<file path="src/rtl/mos6502_decode_sweeper.sv">
// Wishbone-programmed sweeper that steps the 6502 decoder through an opcode range,
// folding each decoded word into a rotating signature and counting opcodes with a mnemonic.
module mos6502_decode_sweeper #(
   parameter logic [31:0] BASE_ADDR = 32'h3000_0010
) (
   input  logic        wb_clk_i,
   input  logic        wb_rst_i,
   input  logic        wbs_stb_i,
   input  logic        wbs_cyc_i,
   input  logic        wbs_we_i,
   input  logic [3:0]  wbs_sel_i,
   input  logic [31:0] wbs_dat_i,
   input  logic [31:0] wbs_adr_i,
   output logic        wbs_ack_o,
   output logic [31:0] wbs_dat_o,
   output logic [7:0]  dec_instr_o,
   input  logic [65:0] dec_word_i
);

   typedef enum logic [1:0] {
      ST_IDLE   = 2'd0,
      ST_DRIVE  = 2'd1,
      ST_SAMPLE = 2'd2
   } state_t;

   function automatic logic [65:0] sig_fold(input logic [65:0] sig, input logic [65:0] word);
      sig_fold = {sig[64:0], sig[65]} ^ word;
   endfunction

   state_t      state_r;
   state_t      state_nxt_s;
   logic        ack_r;
   logic [31:0] dat_r;
   logic [7:0]  instr_r;
   logic [7:0]  first_r;
   logic [7:0]  last_r;
   logic [7:0]  cur_r;
   logic [65:0] sig_r;
   logic [8:0]  cnt_r;
   logic        done_r;
   logic        err_r;
   logic        cmd_vld_r;
   logic        cmd_start_r;
   logic        cmd_abort_r;
   logic [7:0]  cmd_first_r;
   logic [7:0]  cmd_last_r;
   logic [31:0] off_s;
   logic        hit_s;
   logic [2:0]  reg_idx_s;
   logic        accept_s;
   logic        start_s;
   logic        abort_s;
   logic        range_ok_s;
   logic        at_last_s;
   logic        busy_s;
   logic [31:0] rdata_s;
   logic        unused_s;

   assign off_s     = wbs_adr_i - BASE_ADDR;
   assign hit_s     = (off_s < 32'd24);
   assign reg_idx_s = off_s[4:2];
   assign accept_s  = wbs_stb_i & wbs_cyc_i & ~ack_r & hit_s;

   // CTRL writes are registered first, so the FSM reacts one cycle after the accept edge
   assign start_s    = cmd_vld_r & cmd_start_r & ~cmd_abort_r;
   assign abort_s    = cmd_vld_r & cmd_abort_r;
   assign range_ok_s = (cmd_first_r <= cmd_last_r);
   assign at_last_s  = (cur_r == last_r);
   assign busy_s     = (state_r != ST_IDLE);

   assign wbs_ack_o   = ack_r;
   assign wbs_dat_o   = dat_r;
   assign dec_instr_o = instr_r;
   assign unused_s    = ^{wbs_sel_i, wbs_dat_i[31:24], wbs_dat_i[7:2]};

   // Latch accepted CTRL writes as a one-cycle command
   always_ff @(posedge wb_clk_i) begin
      if (wb_rst_i) begin
         cmd_vld_r   <= 1'b0;
         cmd_start_r <= 1'b0;
         cmd_abort_r <= 1'b0;
         cmd_first_r <= 8'h00;
         cmd_last_r  <= 8'h00;
      end else begin
         cmd_vld_r   <= accept_s & wbs_we_i & (reg_idx_s == 3'd0);
         cmd_start_r <= wbs_dat_i[0];
         cmd_abort_r <= wbs_dat_i[1];
         cmd_first_r <= wbs_dat_i[15:8];
         cmd_last_r  <= wbs_dat_i[23:16];
      end
   end

   // FSM state register
   always_ff @(posedge wb_clk_i) begin
      if (wb_rst_i) begin
         state_r <= ST_IDLE;
      end else begin
         state_r <= state_nxt_s;
      end
   end

   // FSM next-state logic
   always_comb begin
      state_nxt_s = state_r;
      case (state_r)
         ST_IDLE: begin
            if (start_s && range_ok_s) begin
               state_nxt_s = ST_DRIVE;
            end else begin
               state_nxt_s = ST_IDLE;
            end
         end
         ST_DRIVE: begin
            if (abort_s) begin
               state_nxt_s = ST_IDLE;
            end else begin
               state_nxt_s = ST_SAMPLE;
            end
         end
         ST_SAMPLE: begin
            if (abort_s || at_last_s) begin
               state_nxt_s = ST_IDLE;
            end else begin
               state_nxt_s = ST_DRIVE;
            end
         end
         default: state_nxt_s = ST_IDLE;
      endcase
   end

   // Sweep datapath: range setup, opcode drive, signature fold and valid count
   always_ff @(posedge wb_clk_i) begin
      if (wb_rst_i) begin
         instr_r <= 8'h00;
         first_r <= 8'h00;
         last_r  <= 8'h00;
         cur_r   <= 8'h00;
         sig_r   <= 66'h0;
         cnt_r   <= 9'd0;
         done_r  <= 1'b0;
         err_r   <= 1'b0;
      end else begin
         case (state_r)
            ST_IDLE: begin
               if (cmd_vld_r) begin
                  first_r <= cmd_first_r;
                  last_r  <= cmd_last_r;
               end
               if (start_s && range_ok_s) begin
                  cur_r  <= cmd_first_r;
                  sig_r  <= 66'h0;
                  cnt_r  <= 9'd0;
                  done_r <= 1'b0;
                  err_r  <= 1'b0;
               end else if (start_s) begin
                  err_r  <= 1'b1;
                  done_r <= 1'b1;
               end
            end
            ST_DRIVE: begin
               instr_r <= cur_r;
            end
            ST_SAMPLE: begin
               sig_r <= sig_fold(sig_r, dec_word_i);
               if (|dec_word_i[55:0]) begin
                  cnt_r <= cnt_r + 9'd1;
               end
               // Stop on LAST without incrementing, so a 0xFF end never wraps
               if (at_last_s) begin
                  done_r <= ~abort_s;
               end else begin
                  cur_r <= cur_r + 8'd1;
               end
            end
            default: begin
               cur_r <= cur_r;
            end
         endcase
      end
   end

   // Register read mux
   always_comb begin
      rdata_s = 32'h0;
      case (reg_idx_s)
         3'd0:    rdata_s = {8'h00, last_r, first_r, 8'h00};
         3'd1:    rdata_s = {7'h00, cnt_r, cur_r, 5'h00, err_r, done_r, busy_s};
         3'd2:    rdata_s = sig_r[31:0];
         3'd3:    rdata_s = sig_r[63:32];
         3'd4:    rdata_s = {30'h0, sig_r[65:64]};
         default: rdata_s = 32'h0;
      endcase
   end

   // Wishbone acknowledge and read data, one-cycle ack per accepted access
   always_ff @(posedge wb_clk_i) begin
      if (wb_rst_i) begin
         ack_r <= 1'b0;
         dat_r <= 32'h0;
      end else begin
         ack_r <= accept_s;
         if (accept_s && !wbs_we_i) begin
            dat_r <= rdata_s;
         end else begin
            dat_r <= 32'h0;
         end
      end
   end

endmodule

</file>
<file path="config.mk">
export PLATFORM = sky130hd
export DESIGN_NAME = mos6502_decode_sweeper
export DESIGN_NICKNAME = d
export VERILOG_FILES = /design/src/rtl/mos6502_decode_sweeper.sv
export SDC_FILE = /design/constraint.sdc
export NUM_CORES = 1
export LEC_CHECK = 0
export BUFFER_PORTS_ARGS = -buffer_cell sky130_fd_sc_hd__buf_4
export CORE_ASPECT_RATIO = 0.7
export CORE_MARGIN = 10
export CORE_UTILIZATION = 30
export CTS_BUF_LIST = sky130_fd_sc_hd__clkbuf_2 sky130_fd_sc_hd__clkbuf_4 sky130_fd_sc_hd__clkbuf_8
export CTS_CLUSTER_DIAMETER = 50
export DETAILED_ROUTE_END_ITERATION = 10
export HOLD_SLACK_MARGIN = 0.06
export MAX_ROUTING_LAYER = met4
export RECOVER_POWER = 25
export SYNTH_ARGS = -nofsm -noshare
export SYNTH_HDL_FRONTEND = slang
export SYNTH_SLANG_ARGS = --single-unit
</file>
<file path="constraint.sdc">
create_clock -name wb_clk_i -period 3.85 [get_ports wb_clk_i]
set_clock_uncertainty 0.05 [all_clocks]
set_input_delay 0.385 -clock wb_clk_i [delete_from_list [all_inputs] [get_ports wb_clk_i]]
set_output_delay 0.385 -clock wb_clk_i [all_outputs]
set_load 0.02 [all_outputs]
</file>
==> reports/results.ini <==
[power]
pwr_density_cell_nw_per_um2=355.9
netSwitchingPower_uw=797.9
vdd_ir_drop_max_v=0.0002272
p_leak_nw=3.372
comb_power_share=0.082
seqPwrFrac=0.511
internal_power_mw=2.535
clock_power_share=0.407
netSwitchingFraction=0.2394

[cts]
clockRootBuffer=clkbuf_8
cts-htree-levels=4
numCtsBuffers=17
tritoncts=yes
maximum_count_of_clock_buffers_along_a_single_path=2
cts_post_setup_buffers_inserted=0
clock_latency_ps=470
clkSinkCount=163
clk_pin_slew_worst_paths_ps=90

[routing]
drc_errors_left=0
vias=6928
detailedRoute.firstPassIterationCount=5
detail_route.vias_per_cell=5.182
final_wl_um=26140
antenna_violating_nets_post_route=0
drtIter0Drc=632
wirelength_per_cell_um=19.55

[job]
max-cap-violations=1

[synthesis]
cell_types_with_the_largest_area_share_after_synthesis=dfxtp_1, xor2_1, a21oi_1
synth.top_cell.area_share=0.4359
synthesized_net_count=1004
post_synth.cell_area_avg_um2=8.776
synth.largest_area_cell=dfxtp_1
synthCells=853
seq_area_frac_synth=0.4359
synth_ff_type=dfxtp_1
synth_enable_flop_cells=0
synth_area_um2=7486
synth.lib_cells_used.distinct=59
async_reset_ff_frac=0
ys.warnings.count=0
postSynthRegisterBits=163

[setup_path]
arrival_time_at_the_worst_endpoint_ps=3250
critical_path_class=input port to flip-flop
startpoint_type=input port
crit_path_top_delay_cell=clkbuf_1
critical_path.max_fanout=70
family_with_the_most_delay_on_the_worst_path=buffers and inverters
timing.critical_path.to_type=flip-flop
required_ps=4100
crit_path_cell_trace=clkbuf_1, clkbuf_2, nand2b_1, o32ai_1
cp.buffers_inverters=2
cpPeakStageDelay_ps=1270

[timing]
minimum_period_implied_by_the_final_worst_setup_slack_ps=2996
setup_tns_ps=0
fmax_mhz=333.8
max_slew.worst_pin.slew_ps=1817
slew_violations=36
slew_headroom=-0.2110
final_hold_viol_count=0
grt_setup_unrepaired=no
layout_worst_path_cycle_share=0.7781
finalSetupViolations=0

[global_route]
overflow=0
use_met1=0.2191
track_usage=0.1640
initial_antenna_violation_count=2
groute.layer.met3.usage=0.04137
grt_pass1_wl_um=40130
grt_pass1_vias=6829
grtUsageMet2=0.2429
maximum_number_of_pins_on_one_net_before_global_route_repair=71
gr-max-usage-layer=met2

[final_layout]
layout_area_growth_over_synthesis_pct=25.10
most_frequent_cells_in_the_layout=dfxtp_1, buf_4, nand2_1
final_net_count=1148
finish.cell_count_without_fillers=1337
fill_cells=2591
mostFrequentLayoutCell=dfxtp_1
final_layout_size_suffix_gt1_frac=0.2168

[floorplan]
top_level_ports=180
rows=48
floorplan.initialDensity=0.3040
fp.dieW_um=208.8
dieArea_um2=31770
core_area_um2=24620
die_h_um=152.2

[placement]
hpwl_um=19200
numPlacedInstances=1293
finalWeightedCongestion=0.8943
io_buffer_count=159

[status]
outcome=complete, but fails checks
violations_in_the_final_reports=capacitance limit, slew limit

[min_path]
min-delay-path-class=input port to flip-flop

through the flow:
stage / total power, mW / utilization / hold WS, ps / worst slack, ps / area, um2
finish: 3.333 / 0.3803 / 87.63 / 854.2 / 9365
global route: 3.455 / 0.3803 / 71.80 / 648.9 / 9365
global placement: 2.007 / 0.3644 / 394.6 / 559.2 / 8972
CTS: 3.356 / 0.3854 / 61.58 / 989.3 / 9490
floorplan: 1.847 / - / 381.9 / 886.7 / 7486
detailed placement: 2.009 / 0.3644 / 398.4 / 494.6 / 8972
routing by layer:
| metal | up-vias | wire, um |
|---|---|---|
| li1 | 3327 | - |
| met1 | 3323 | 12430 |
| met2 | 255 | 11500 |
| met3 | 23 | 1908 |
| met4 | 0 | 296 |
| met5 | - | 0 |
cells by family (layout without fill, tap and decap cells):
| logic type | Yosys count | in the layout | share of synthesized area |
|---|---|---|---|
| AOI/OAI and AO/OA | 263 | 263 | 0.2307 |
| and+or+nand+nor | 262 | 262 | 0.1780 |
| DFF | 163 | 163 | 0.4359 |
| xor gates and xnor gates | 77 | 77 | 0.09009 |
| buffers and inverters | 71 | 228 | 0.03861 |
| adders and majority gates | 12 | 12 | 0.02006 |
| muxes | 5 | 5 | 0.006686 |
| other | 0 | 2 | 0 |
worst paths after layout:
path | start | end | slack [ps] | cells after the start
worst min-delay path | wbs_dat_i[12] | cmd_first_r[4] | 90 | 2
worst min register to register | first_r[7] | first_r[7] | 410 | 2
worst max-delay path | wb_rst_i | cur_r[5] | 850 | 4
worst max register to register | cmd_last_r[7] | cur_r[4] | 1060 | 7
layout make-up:
cell class | instances | area [um2] | area share
Antenna cell | 2 | 5.005 | 0.0005344
Clock buffer | 23 | 291.5 | 0.03113
Clock inverter | 9 | 126.4 | 0.01349
Inverter | 14 | 52.55 | 0.005611
Multi-Input combinational cell | 619 | 3959 | 0.4227
Sequential cell | 163 | 3263 | 0.3484
Tap cell | 325 | 406.6 | 0.04342
Timing Repair Buffer | 182 | 1261 | 0.1347
worst register-to-register path, stage by stage (launching register included):
cell	delay [ps]
dfxtp_1	390
inv_1	60
ha_1	310
nand4_1	130
a211o_1	400
a32oi_1	960
o21ai_0	220
a21oi_1	180
power by group through the flow:
stage	sequential (mW)	combinational (mW)	clock (mW)
after floorplan	1.74	0.108	0
after global placement	1.74	0.263	0
after detailed placement	1.74	0.264	0
after CTS	1.70	0.274	1.38
after global routing	1.71	0.298	1.45
final	1.70	0.273	1.36
flip-flops by register name, indices dropped and copies added (netlist names):
signal / cells
sig_r: 66
wbs_dat_o: 32
cnt_r: 9
cmd_first_r: 8
cmd_last_r: 8
cur_r: 8
dec_instr_o: 8
first_r: 8
last_r: 8
state_r: 2
cmd_abort_r: 1
cmd_start_r: 1
cmd_vld_r: 1
done_r: 1
err_r: 1
wbs_ack_o: 1
synthesized netlist by cell type, types with 4 or more instances:
| cell type | number |
|---|---|
| a21oi_1 | 86 |
| nor4_1 | 25 |
| nand2_1 | 113 |
| dfxtp_1 | 163 |
| xor2_1 | 52 |
| or2_2 | 6 |
| inv_1 | 14 |
| a22oi_1 | 47 |
| or4_1 | 6 |
| mux2i_1 | 5 |
| nand2b_1 | 10 |
| nor2_1 | 19 |
| ha_1 | 12 |
| xnor2_1 | 25 |
| o21bai_1 | 4 |
| nor2b_1 | 23 |
| and3_1 | 6 |
| o21ai_0 | 53 |
| nand4_1 | 6 |
| nor2_2 | 12 |
| a21boi_0 | 4 |
| or3_1 | 5 |
| nor3_1 | 8 |
| clkbuf_1 | 52 |
| o2bb2ai_1 | 24 |
| a21oi_2 | 17 |
| nand3_1 | 10 |
timing repair:
item	CTS	global route
resized for setup	0	0
endpoints found under the hold margin	10	0
hold buffers	10	0
(Power assumes the default switching activity.)
